**config.mk**
```make
export PLATFORM = sky130hd
export DESIGN_NAME = jesd204b_rx_comma_ctrl
export DESIGN_NICKNAME = d
export VERILOG_FILES = /design/src/rtl/jesd204b_rx_comma_ctrl.sv
export SDC_FILE = /design/constraint.sdc
export NUM_CORES = 1
export LEC_CHECK = 0
export BUFFER_PORTS_ARGS = -buffer_cell sky130_fd_sc_hd__buf_2
export CAP_MARGIN = 20
export CORE_AREA = 2 2 147 149
export DETAILED_ROUTE_END_ITERATION = 6
export DIE_AREA = 0 0 149 151
export HOLD_SLACK_MARGIN = 0.06
export SLEW_MARGIN = 40
export SYNTH_ARGS = -nofsm -noshare
export SYNTH_HDL_FRONTEND = slang
export SYNTH_SLANG_ARGS = --single-unit
```
**constraint.sdc**
```tcl
create_clock -name i_clk -period 3.4 [get_ports i_clk]
set_input_delay 0.51 -clock i_clk [delete_from_list [all_inputs] [get_ports i_clk]]
set_output_delay 0.51 -clock i_clk [all_outputs]
set_load 0.01 [all_outputs]
```
**src/rtl/jesd204b_rx_comma_ctrl.sv**
```systemverilog
// JESD204B single-lane RX link controller: K28.5 comma alignment, CGS, LMFC tracking and nSYNC.
// Optional macro SYSREF_RELOCK_EN: every accepted SYSREF realigns LMFC (default: only the first one).
module jesd204b_rx_comma_ctrl #(
    parameter int DIV_DCLK   = 4,
    parameter int FRAME_SIZE = 1,
    parameter int FMLC_NUM   = 8
) (
    input  logic        i_clk,
    input  logic        i_rst,
    input  logic [19:0] i_rx_data,
    input  logic        i_sysref,
    output logic        o_nsync,
    output logic [19:0] o_data,
    output logic        o_data_valid,
    output logic [4:0]  o_comma_offset,
    output logic        o_lmfc_tick,
    output logic        o_sysref_seen
);
    localparam int LMFC_WORDS = FRAME_SIZE * FMLC_NUM / 2;
    localparam int LW = (LMFC_WORDS > 1) ? $clog2(LMFC_WORDS) : 1;
    localparam int SW = $clog2(DIV_DCLK + 1);
    localparam logic [9:0] K_RDN = 10'h17C;
    localparam logic [9:0] K_RDP = 10'h283;

    typedef enum logic [1:0] {
        ST_CGS  = 2'd0,
        ST_WAIT = 2'd1,
        ST_SYNC = 2'd2
    } state_t;

    function automatic logic is_comma(input logic [9:0] sym);
        return (sym == K_RDN) || (sym == K_RDP);
    endfunction

    logic [19:0]   prev_q;
    logic [39:0]   win_s;
    logic          found_s;
    logic [4:0]    found_off_s;
    logic [4:0]    offset_q, offset_d;
    logic [19:0]   data_q, data_d;
    logic [1:0]    kcnt_q, kcnt_d;
    logic [1:0]    mis_q, mis_d;
    state_t        state_q, state_d;
    logic [SW-1:0] sr_cnt_q, sr_cnt_d;
    logic          accept_s, relock_s;
    logic [LW-1:0] lmfc_q, lmfc_d;
    logic          tick_q, seen_q, nsync_q;

    assign win_s = {i_rx_data, prev_q};

    // Lowest bit offset holding a comma of either disparity
    always_comb begin
        found_s     = 1'b0;
        found_off_s = 5'd0;
        for (int k = 19; k >= 0; k--) begin
            if (is_comma(win_s[k +: 10])) begin
                found_s     = 1'b1;
                found_off_s = 5'(k);
            end
        end
    end

    // Alignment, CGS run length and SYSREF filter next-state
    always_comb begin
        data_d = win_s[offset_q +: 20];
        if (state_q == ST_CGS && found_s) begin
            offset_d = found_off_s;
        end else begin
            offset_d = offset_q;
        end
        if (is_comma(data_d[9:0]) && is_comma(data_d[19:10])) begin
            kcnt_d = (kcnt_q == 2'd3) ? 2'd3 : kcnt_q + 2'd1;
        end else begin
            kcnt_d = 2'd0;
        end
        // Counter saturates at DIV_DCLK so a long pulse is accepted only once
        if (!i_sysref) begin
            sr_cnt_d = '0;
        end else if (sr_cnt_q != SW'(DIV_DCLK)) begin
            sr_cnt_d = sr_cnt_q + 1'b1;
        end else begin
            sr_cnt_d = sr_cnt_q;
        end
        accept_s = i_sysref && (sr_cnt_q == SW'(DIV_DCLK - 1));
    end

    // LMFC counter next-state; SYSREF realignment overrides the natural wrap
    always_comb begin
`ifdef SYSREF_RELOCK_EN
        relock_s = accept_s;
`else
        relock_s = accept_s && !seen_q;
`endif
        if (relock_s) begin
            lmfc_d = '0;
        end else if (lmfc_q == LW'(LMFC_WORDS - 1)) begin
            lmfc_d = '0;
        end else begin
            lmfc_d = lmfc_q + 1'b1;
        end
    end

    // Link FSM next-state and comma miscount
    always_comb begin
        state_d = state_q;
        mis_d   = 2'd0;
        case (state_q)
            ST_CGS: begin
                if (kcnt_q >= 2'd2) begin
                    state_d = ST_WAIT;
                end else begin
                    state_d = ST_CGS;
                end
            end
            ST_WAIT: begin
                if (kcnt_q == 2'd0) begin
                    state_d = ST_CGS;
                end else if (tick_q && seen_q) begin
                    state_d = ST_SYNC;
                end else begin
                    state_d = ST_WAIT;
                end
            end
            ST_SYNC: begin
                if (found_s && (found_off_s != offset_q)) begin
                    if (mis_q == 2'd3) begin
                        state_d = ST_CGS;
                    end else begin
                        mis_d = mis_q + 2'd1;
                    end
                end else begin
                    mis_d = 2'd0;
                end
            end
            default: begin
                state_d = ST_CGS;
            end
        endcase
    end

    // State and output registers
    always_ff @(posedge i_clk) begin
        if (i_rst) begin
            prev_q   <= 20'd0;
            offset_q <= 5'd0;
            data_q   <= 20'd0;
            kcnt_q   <= 2'd0;
            mis_q    <= 2'd0;
            state_q  <= ST_CGS;
            sr_cnt_q <= '0;
            lmfc_q   <= '0;
            tick_q   <= 1'b0;
            seen_q   <= 1'b0;
            nsync_q  <= 1'b0;
        end else begin
            prev_q   <= i_rx_data;
            offset_q <= offset_d;
            data_q   <= data_d;
            kcnt_q   <= kcnt_d;
            mis_q    <= mis_d;
            state_q  <= state_d;
            sr_cnt_q <= sr_cnt_d;
            lmfc_q   <= lmfc_d;
            tick_q   <= (lmfc_d == '0);
            seen_q   <= seen_q | accept_s;
            nsync_q  <= (state_d == ST_SYNC);
        end
    end

    assign o_nsync        = nsync_q;
    assign o_data_valid   = nsync_q;
    assign o_data         = data_q;
    assign o_comma_offset = offset_q;
    assign o_lmfc_tick    = tick_q;
    assign o_sysref_seen  = seen_q;
endmodule

```
* Yosys cells after proc, flatten, opt, wreduce, memory -nomap -nowiden
Index checks and enable logic that the tools add are counted.
W data, S select, Z words.
** Storage, ports and cells
- Register bits :: 59
- Input bits :: 23
- Output and inout bits :: 29
- Word-level logic and storage cells :: 159
** Cells by class
- Add/sub/neg operators :: 4
- $lt $le $gt $ge :: 1
- Equal/unequal tests :: 53
- Shift-type cells :: 1
- Multiplexer cells :: 49
- Bitwise logic cells :: 5
- Reduce and logical (&&, ||, !) cells :: 35
** Operators by type and width (count)
- $eq A10 B10 Y1 const B :: 22
- $eq A10 B9 Y1 const B :: 22
- $mux W5 :: 20
- $shiftx A40 B6 Y20 :: 1
- $logic_or A1 B1 Y1 :: 22
- $mux W1 :: 21
- $mux W2 :: 7
- $eq A2 B2 Y1 const B :: 5
- $add A2 B1 Y2 const B :: 3
- $logic_and A1 B1 Y1 :: 6
- $logic_not A2 Y1 :: 3
- $pmux W2 S3 :: 1
- $ne A5 B5 Y1 :: 1
- $not A1 Y1 :: 4
- $reduce_or A2 Y1 :: 2
- $reduce_or A4 Y1 :: 1
- $add A3 B1 Y3 const B :: 1
- $eq A3 B2 Y1 const B :: 1
- $ne A3 B3 Y1 const B :: 1
- $eq A2 B1 Y1 const B :: 1
- $ge A2 B2 Y1 const B :: 1
- $logic_not A1 Y1 :: 1
- $or A1 B1 Y1 :: 1

* Depth between registers and ports, before layout
Gate-level depths: netlist of run 1.
- Word-level depth :: 27
- Gate-level depth with buffers :: 12

* Least setup slack after synthesis of run 1
OpenSTA, ideal clock, no wires.
- Path type :: input to register
- Start point :: in i_rx_data[4]
- End point :: reg nsync_q, in the netlist o_data_valid
- Setup time :: 0.081 ns
- Data arrival time :: 2.696 ns
- Data required time :: 3.319 ns
- Path slack :: 0.623 ns
- Cell stages on the path :: 9
- Cell sequence :: clkbuf_1 -> nand4b_1 -> o41ai_1 -> nor4_1 -> a2111oi_2 -> nor2_2 -> xnor2_2 -> or4_4 -> a41oi_1
** On the way
- Word-level cells in the longest chain between the ends :: 27
** RTL lines
- from (decl) :: RTL line 10 : input logic [19:0] i_rx_data,
- $eq A10 B9 Y1 or $eq A10 B10 Y1 (tied branches) :: RTL line 32 : return (sym == K_RDN) || (sym == K_RDP);
- $logic_or A1 B1 Y1 :: RTL line 32
- $mux W5 (20 in a row) :: RTL line 56 : if (is_comma(win_s[k +: 10])) begin
- $ne A5 B5 Y1 :: RTL line 125 : if (found_s && (found_off_s != offset_q)) begin
- $logic_and A1 B1 Y1 (*) :: RTL line 125
- $mux W2 (*) :: RTL line 125
- $pmux W2 S3 (*) :: RTL line 107 : case (state_q)
- $eq A2 B2 Y1 (*) :: RTL line 166 : nsync_q <= (state_d == ST_SYNC);
- to (signal assigned) :: RTL line 166
- to (decl) :: RTL line 47 : logic tick_q, seen_q, nsync_q;
Every way passes the cells marked *; elsewhere a longest branch is shown, timed or not.
A chain may end at the register's enable or synchronous reset.

* Final worst setup path of run 1
- Start point :: reg prev_q[17]
- End point :: reg nsync_q, in the netlist o_data_valid
** On the way
- Word-level cells in the longest chain between the ends :: 25
** RTL lines
- from (decl) :: RTL line 35 : logic [19:0] prev_q;
- from (signal assigned) :: RTL line 156 : prev_q <= i_rx_data;
- $eq A10 B9 Y1 or $eq A10 B10 Y1 (tied branches) :: RTL line 32
- $logic_or A1 B1 Y1 :: RTL line 32
- $mux W5 (18 in a row) :: RTL line 56
- $ne A5 B5 Y1 :: RTL line 125
- $logic_and A1 B1 Y1 (*) :: RTL line 125
- $mux W2 (*) :: RTL line 125
- $pmux W2 S3 (*) :: RTL line 107
- $eq A2 B2 Y1 (*) :: RTL line 166
Marks and branches as above.

==> results.yml, run 1 <==
status:
  status: "finished clean"
floorplan:
  num_io_pins: 52
  fp.coreArea_sq_um: 20820
  die_y_um: 151
  die_area_sq_um: 22500
  start_util_pct: 24.59
  floorplan.rows: 53
  dieWidth_um: 149
logic_synthesis:
  ys.flop_type: "dfxtp_1"
  synthDistinctLibCells: 75
  synth_fp_nets: 594
  synth_async_sr_flop_share_pct: 0
  ys_warn_count: 0
  yosys.area.top_type: "dfxtp_1"
  synth_top_cell_area_share_pct: 23.06
  synthTopCellsByArea: "dfxtp_1, mux4_2, mux2i_1"
  synth_seq_cells: 59
  syn_area_per_cell_sq_um: 9.048
  syn_area_sq_um: 5121
  synth_edf_count: 0
  yosysSeqAreaShare_pct: 23.06
  syn_inst: 566
timing:
  fin_crit_sh_pct: 92.72
  tns_ps: 0
  tightestPinTransition_ps: 674.2
  finalHoldViolCount: 0
  slew_headroom_pct: 54.99
  max_freq_mhz: 317.2
  setup_viol_count_final: 0
  period_minus_slack_ps: 3152
  slew_violations: 0
  finalClockSkew_ps: 11.94
  rsz0062_at_grt: "false"
placement:
  dp.cells: 858
  portBuffers: 51
  hpwl_mm: 11.60
  gp_congestion: 0.8884
worst_setup_path:
  reg2regPathDepth: 10
  critPathKind: "reg2reg"
  critPathRequiredTime_ps: 3660
  path_max_fanout: 11
  critPathLaunchType: "flip-flop"
  cp.arrival_ps: 3420
  end_kind: "flip-flop"
pwr:
  p_leak_nw: 2.157
  vdd_drop_max_mv: 0.2170
  pwr_density_cell_nw_per_um2: 338.3
drt:
  drt_wl_total_mm: 15.55
  drc: 0
  initialDrtViolationCount: 540
  dr.pass1.iters: 5
  wl_per_cell_um: 17.80
  via_count: 4814
  ant_nets: 0
  vias_per_cell: 5.508
clock_tree:
  cts_sinks: 59
  htreeDepth: 3
  cts_tree: "done"
  cts_buffer_depth: 2
  insertion_delay_ps: 350
  cts_made_buffers: 9
  post-cts-setup-buffers: 0
  clk_pin_slew_ps: 60
  cts-root-buf: "clkbuf_16"
global_routing:
  antenna_found_initial: 0
  overflow: 0
  grt_pass1_vias: 4247
  grtUsageTotal_pct: 14.13
  grt_pass1_wl_mm: 24.38
  grt_max_degree: 36
flow_run:
  drv_cap: 0
finish:
  syn_to_final_growth_pct: 16.00
  antenna_cells: 0
  layout.nets: 622
  fin_cells: 874
  drive_above_1_share_pct: 26.38
worst_hold_path:
  hold_path_depth: 3
  hp-class: "in2reg"
-- power by group --
part           internal [mW]  switching (mW)
Combinational          0.167           0.196
Sequential             0.726          0.0554
Clock                  0.512           0.354
-- cells in the mapped netlist, types with 5 or more instances --
library cell   n
dfxtp_1       59
o41ai_1        5
o21ai_0        9
nor4b_1        8
a21oi_1       23
buf_2         19
nor3_1        14
nor4bb_1       6
inv_1          9
nand2b_1      10
nand4b_1       6
nor2_1        56
nor3b_1       10
buf_4          5
clkbuf_1      28
a31oi_1        6
and2_1         5
nor4_1        16
nand2_1       43
a211oi_1       5
ha_1           5
nand4_1       14
mux4_2        46
nand3b_1       5
mux2_2         5
nand3_1       11
mux2i_1       27
nor2b_1       30
-- path summary, 6_finish.rpt --
path,from,end,slack (ps)
max reg2reg,prev_q[17]$_SDFF_PP0_,o_data_valid$_SDFF_PP0_,250
min reg2reg,lmfc_q[0]$_SDFF_PP0_,lmfc_q[0]$_SDFF_PP0_,460
max,prev_q[17]$_SDFF_PP0_,o_data_valid$_SDFF_PP0_,250
min,i_sysref,o_sysref_seen$_SDFF_PP0_,430
-- registers in the layout, summed over array words and instances (netlist names) --
signal          flops
kcnt_q              2
lmfc_q              2
mis_q               2
o_comma_offset      5
o_data             20
o_data_valid        1
o_lmfc_tick         1
o_sysref_seen       1
prev_q             20
sr_cnt_q            3
state_q             2
-- what timing repair did --
item,4_1_cts,5_1_grt
gates resized for setup,0,3
hold buffers,0,0
endpoints found under the setup margin,0,1
-- placed cells by master (no fill, tap or decap), types with 4 or more instances in the layout --
master,count
a211oi_1,5
a21oi_1,23
a22oi_1,4
a311oi_1,4
a31oi_1,6
a41oi_1,4
and2_1,5
buf_2,51
buf_4,22
clkbuf_16,9
dfxtp_1,54
dfxtp_2,5
ha_1,5
inv_1,9
mux2_2,5
mux2i_1,27
mux4_2,46
nand2_1,43
nand2b_1,10
nand3_1,11
nand3b_1,5
nand4_1,14
nand4b_1,6
nand4bb_1,4
nor2_1,56
nor2b_1,30
nor3_1,14
nor3b_1,10
nor4_1,16
nor4b_1,8
nor4bb_1,6
o21ai_0,9
o41ai_1,5
-- critical path, cell delays in order, from the launching register on --
cell      delay (ps)
dfxtp_1          610
buf_4            230
nand2b_1         180
nor4b_1           80
a22o_1           260
nand3b_1         170
or4_1            410
a31o_1           240
xor2_1           200
or4_4            500
a41oi_1          210
-- per-stage QoR --
stage               util [%]  area (sq um)  hold slack (ps)  power [mW]  setup slack (ps)
floorplan                  -          5121            430.9       1.024             623.4
global placement       27.17          5658            448.5       1.146             214.1
detailed placement     27.17          5658            456.9       1.150             164.9
CTS                    28.51          5937            410.0       2.027             267.9
global route           28.53          5941            456.3       2.099             9.104
finish                 28.53          5941            431.9       2.010             247.6
-- cell families (layout without fill, tap and decap cells) --
logic type                 count (synthesis)  in the layout  synth area share [%]
AOI/OAI and AO/OA                         90             90                 12.61
buffers and inverters                     68            101                 6.010
adders and majority gates                  5              5                 1.222
xor gates and xnor gates                   3              3                0.6598
muxes                                     78             78                 26.61
DFF                                       59             59                 23.06
and+or+nand+nor                          263            263                 29.83
-- per-layer routing --
metal  GRT usage (%)  routed length, um
met1           21.29               7322
met2           18.82               6335
met3           4.458               1600
met4           3.667                209
met5           2.955                 87
-- area by class of cell --
cell class | count | area [sq um]
clock inverters | 6 | 40.04
clock buffers | 10 | 239.0
well taps | 275 | 344.1
multi-input cells | 439 | 3632
flip-flops and latches | 59 | 1187
inverters | 10 | 37.54
repair buffers | 75 | 460.4
fillers | 2240 | 14880
No activity file was read; power rests on OpenSTA's default activity.
==> inputs of run 2 (changes only) <==
--- a/config.mk
+++ b/config.mk
@@ -7,9 +7,9 @@
 export LEC_CHECK = 0
 export BUFFER_PORTS_ARGS = -buffer_cell sky130_fd_sc_hd__buf_2
 export CAP_MARGIN = 20
-export CORE_AREA = 2 2 147 149
+export CORE_AREA = 2 2 140 156
 export DETAILED_ROUTE_END_ITERATION = 6
-export DIE_AREA = 0 0 149 151
+export DIE_AREA = 0 0 142 158
 export HOLD_SLACK_MARGIN = 0.06
 export SLEW_MARGIN = 40
 export SYNTH_ARGS = -nofsm -noshare
==> constraint.sdc (replaced) <==
create_clock -name i_clk -period 3.4 [get_ports i_clk]
set_input_delay 1.02 -clock i_clk [delete_from_list [all_inputs] [get_ports i_clk]]
set_output_delay 1.02 -clock i_clk [all_outputs]
set_load 0.01 [all_outputs]
==> results.yml, run 2 (same netlist as run 1, synthesis figures left out) <==
worst_setup_path:
  critPathLaunchType: "input pin"
  end_kind: "flip-flop"
  slowest_delay_ps: 500
  path_max_fanout: 6
  crit_slowest_cell: "mux4_2"
  critPathKind: "in2reg"
  cp.arrival_ps: 3500
  cpMostUsedCell: "mux4_2"
  worstPathCellList: "buf_2, buf_12, mux4_2, mux4_2, and2_0, a31oi_1, buf_4, nand4_1, nor4_2, o22ai_2, a21oi_1"
  critPathRequiredTime_ps: 3670
timing:
  rsz0062_at_grt: "false"
  slew_headroom_pct: 55.08
  max_freq_mhz: 309.1
  fin_crit_sh_pct: 95.16
  setup_viol_count_final: 0
  tns_ps: 0
  slew_violations: 0
  setup_slack_ps: 164.7
  finalHoldViolCount: 0
  finalClockSkew_ps: 7.330
  tightestPinTransition_ps: 672.9
  period_minus_slack_ps: 3235
finish:
  fill_cells: 2172
  antenna_cells: 0
  layout_common_cells: "buf_4, nor2_1, dfxtp_1"
  drive_above_1_share_pct: 33.54
  syn_to_final_growth_pct: 26.46
  final_common_cell: "buf_4"
  layout.nets: 684
placement:
  portBuffers: 51
  gp_congestion: 0.9152
  place_ws_ps: -232.7
  hpwl_mm: 12.36
drt:
  via_count: 4958
  vias_per_cell: 5.389
  wl_per_cell_um: 17.71
  dr.pass1.iters: 5
  drc: 0
  drt_wl_total_mm: 16.30
  ant_nets: 0
  initialDrtViolationCount: 435
clock_tree:
  cts-root-buf: "clkbuf_16"
  cts_buffer_depth: 2
  clk_pin_slew_ps: 50
  cts_tree: "done"
  hold_buffers: 0
  cts_made_buffers: 9
  insertion_delay_ps: 340
  htreeDepth: 3
  cts_sinks: 59
floorplan:
  fp.coreArea_sq_um: 20950
  start_util_pct: 24.44
  die_y_um: 158
  num_io_pins: 52
  die_area_sq_um: 22440
  dieWidth_um: 142
  floorplan.rows: 56
global_routing:
  grt_max_degree: 34
  antenna_found_initial: 0
  grt_pass1_wl_mm: 25.90
  grtUsageTotal_pct: 14.74
  overflow: 0
  grt_pass1_vias: 4728
pwr:
  pwr_density_cell_nw_per_um2: 321.9
  p_leak_nw: 2.498
  vdd_drop_max_mv: 0.2287
worst_hold_path:
  hp-class: "reg2reg"
flow_run:
  drv_cap: 0
status:
  status: "finished clean"
run 2: worst paths after layout:
path | start | end | slack, ps | cells after the start
min reg2reg | lmfc_q[0]$_SDFF_PP0_ | lmfc_q[0]$_SDFF_PP0_ | 450 | 1
min | lmfc_q[0]$_SDFF_PP0_ | lmfc_q[0]$_SDFF_PP0_ | 450 | 1
max | i_rx_data[1] | kcnt_q[0]$_SDFF_PP0_ | 160 | 11
max reg2reg | prev_q[16]$_SDFF_PP0_ | state_q[1]$_SDFF_PP0_ | 230 | 8
run 2: critical path: cells and delay by family:
family          cells  cell delay [ps]
mux                 2              990
simple gates        3              580
compound gates      3              460
buf+inv             3              440
run 2: repair_timing:
action	in CTS	in global routing
resized for setup	0	8
setup endpoints to repair	0	5
hold endpoints to repair	0	0
buffers inserted	0	0
run 2: layout make-up:
cell class,instances,area [sq um],share of cell area (%)
Multi-Input combinational cell,439,3665,56.59
Sequential cell,59,1186,18.32
Timing Repair Buffer,137,978.4,15.11
Tap cell,261,326.6,5.043
Clock buffer,11,242.7,3.748
Clock inverter,3,40.04,0.6182
Inverter,10,37.54,0.5796
run 2: through the flow:
step	utilization, %	total power [mW]	cell area (sq um)	std cells	hold slack [ps]
after floorplan	-	1.024	5121	566	430.9
after global placement	29.38	1.214	6156	906	442.7
after detailed placement	29.38	1.218	6156	906	446.9
after CTS	30.73	2.097	6439	920	453.7
after global routing	30.91	2.178	6476	920	488.2
final	30.91	2.085	6476	920	452.1
run 2: where the power goes:
group	leakage, nW	internal [mW]	total, mW	switching, mW
Sequential	0.487	0.727	0.785	0.0581
Combinational	1.87	0.221	0.429	0.208
Clock	0.141	0.574	0.871	0.297
run 2: layer usage:
metal | track usage [%] | share of wire, %
met1 | 20.75 | 47
met2 | 22.73 | 44
met3 | 3.055 | 7.3
met4 | 4.333 | 1.8
met5 | 0 | 0
==> inputs of run 3 (changes only) <==
--- a/config.mk
+++ b/config.mk
@@ -5,12 +5,14 @@
 export SDC_FILE = /design/constraint.sdc
 export NUM_CORES = 1
 export LEC_CHECK = 0
+export ABC_CLOCK_PERIOD_IN_PS = 3400
 export BUFFER_PORTS_ARGS = -buffer_cell sky130_fd_sc_hd__buf_2
 export CAP_MARGIN = 20
-export CORE_AREA = 2 2 140 156
+export CORE_AREA = 2 2 100 112
 export DETAILED_ROUTE_END_ITERATION = 6
-export DIE_AREA = 0 0 142 158
+export DIE_AREA = 0 0 102 114
 export HOLD_SLACK_MARGIN = 0.06
+export PLACE_DENSITY = 0.72
 export SLEW_MARGIN = 40
 export SYNTH_ARGS = -nofsm -noshare
 export SYNTH_HDL_FRONTEND = slang
==> results.yml, run 3 (same netlist as run 1, synthesis figures left out) <==
worst_setup_path:
  crit_path_start: "i_rx_data[1]"
  critPathRequiredTime_ps: 3640
  path_max_fanout: 9
  cp.arrival_ps: 3540
  end_kind: "flip-flop"
  reg2regPathDepth: 10
  critPathLaunchType: "input pin"
  rr_startpoint: "prev_q[9]$_SDFF_PP0_"
  critPathKind: "in2reg"
drt:
  vias_per_cell: 6.479
  via_count: 5041
  dr.pass1.iters: 7
  drc: 1
  ant_nets: 0
  drt_wl_total_mm: 14.58
  wl_per_cell_um: 18.74
  initialDrtViolationCount: 460
timing:
  fin_hold_ws_ps: 465.9
  finalHoldViolCount: 0
  slew_violations: 0
  max_freq_mhz: 303.7
  tightestPinTransition_ps: 766.2
  slew_headroom_pct: 48.85
  fin_crit_sh_pct: 96.85
  period_minus_slack_ps: 3293
  rsz0062_at_grt: "true"
  tns_ps: 0
  finalClockSkew_ps: 11.01
  setup_viol_count_final: 0
finish:
  antenna_cells: 0
  layout.nets: 654
  fill_cells: 957
  drive_above_1_share_pct: 30.11
  syn_to_final_growth_pct: 17.88
  layout_common_cells: "nor2_1, dfxtp_1, buf_4"
  final_common_cell: "nor2_1"
global_routing:
  grt_pass1_vias: 4898
  antenna_found_initial: 0
  overflow: 0
  grt_max_degree: 34
  grt_pass1_wl_mm: 23.81
  grtUsageTotal_pct: 25.77
pwr:
  switching_share_pct: 27.59
  p_seq_share_pct: 39.2
  clkPwrFrac_pct: 41.6
  power_frac_comb_pct: 19.1
  pwr_density_cell_nw_per_um2: 330.3
  vdd_drop_max_mv: 0.1816
  p_int_mw: 1.444
  switching_power_uw: 550.2
  p_leak_nw: 2.312
worst_hold_path:
  hp-class: "reg2reg"
  hold_path_depth: 1
  min_from: "lmfc_q[0]$_SDFF_PP0_"
clock_tree:
  post-cts-setup-buffers: 0
  clk_pin_slew_ps: 50
  insertion_delay_ps: 330
  cts_made_buffers: 9
  cts-root-buf: "clkbuf_16"
  htreeDepth: 3
  cts_buffer_depth: 2
  cts_sinks: 59
  cts_tree: "done"
floorplan:
  dieWidth_um: 102
  fp.coreArea_sq_um: 10610
  floorplan.rows: 40
  die_y_um: 114
  num_io_pins: 52
  die_area_sq_um: 11630
  start_util_pct: 48.27
placement:
  gp_congestion: 0.9481
  portBuffers: 51
  hpwl_mm: 10.78
status:
  status: "finished with violations"
  violations: "design-rule violations"
flow_run:
  drv_cap: 0
## run 3: changes by cell type in the layout (fill, tap and decap cells not counted), sizes merged
cell and change:
clkinvlp +2, bufinv -1, buf -29
## run 3: worst paths after layout
check,to,slack [ps]
hold / removal,lmfc_q[0]$_SDFF_PP0_,470
setup / recovery,o_data_valid$_SDFF_PP0_,110
hold reg to reg,lmfc_q[0]$_SDFF_PP0_,470
setup reg to reg,mis_q[1]$_SDFF_PP0_,240
## run 3: critical path: stages
cell and delay [ps]:
buf_2 120, buf_4 160, nand4_1 120, nor4_1 70, a21oi_1 300, nand2_1 110
or4_1 510, a31o_1 230, xor2_1 180, or4_4 500, a41oi_1 210
## run 3: stage by stage
| step | instance area, sq um | util (%) | setup slack, ps | power [mW] | std cells |
|---|---|---|---|---|---|
| 2_1_floorplan | 5121 | - | 113.4 | 1.024 | 566 |
| 3_3_place_gp | 5738 | 54.08 | -239.5 | 1.154 | 762 |
| 3_5_place_dp | 5738 | 54.08 | -286.1 | 1.166 | 762 |
| 4_1_cts | 6020 | 56.73 | 44.67 | 2.000 | 778 |
| 5_1_grt | 6037 | 56.90 | -38.84 | 2.073 | 778 |
| 6_report | 6037 | 56.90 | 107.0 | 1.994 | 778 |
## run 3: per-layer routing
| layer | vias to the layer above | track usage [%] | wire length (um) |
|---|---|---|---|
| met2 | 263 | 43.20 | 7026 |
| met5 | - | 0 | 0 |
| met1 | 2426 | 32.42 | 5923 |
| li1 | 2302 | - | - |
| met4 | 0 | 11.38 | 472 |
| met3 | 50 | 4.412 | 1152 |
## run 3: power by group through the flow
stage | clock, mW | combinational, mW | sequential [mW]
detailed placement | 0 | 0.372 | 0.794
finish | 0.830 | 0.381 | 0.782
CTS | 0.845 | 0.375 | 0.780
floorplan | 0 | 0.260 | 0.764
global placement | 0 | 0.361 | 0.793
global route | 0.874 | 0.413 | 0.787
## run 3: repair_timing
| action | in CTS | in global routing |
|---|---|---|
| hold buffers | 0 | 0 |
| resized for setup | 0 | 5 |
| endpoints found under the setup margin | 0 | 5 |
## run 3: final cells by class
cell class / instances / area [sq um] / share of cell area (%)
repair buffers: 107 / 700.7 / 11.61
multi-input cells: 439 / 3645 / 60.37
well taps: 147 / 183.9 / 3.047
inverters: 10 / 37.54 / 0.6218
clock inverters: 4 / 25.02 / 0.4145
clock buffers: 12 / 256.5 / 4.249
flip-flops and latches: 59 / 1189 / 19.69
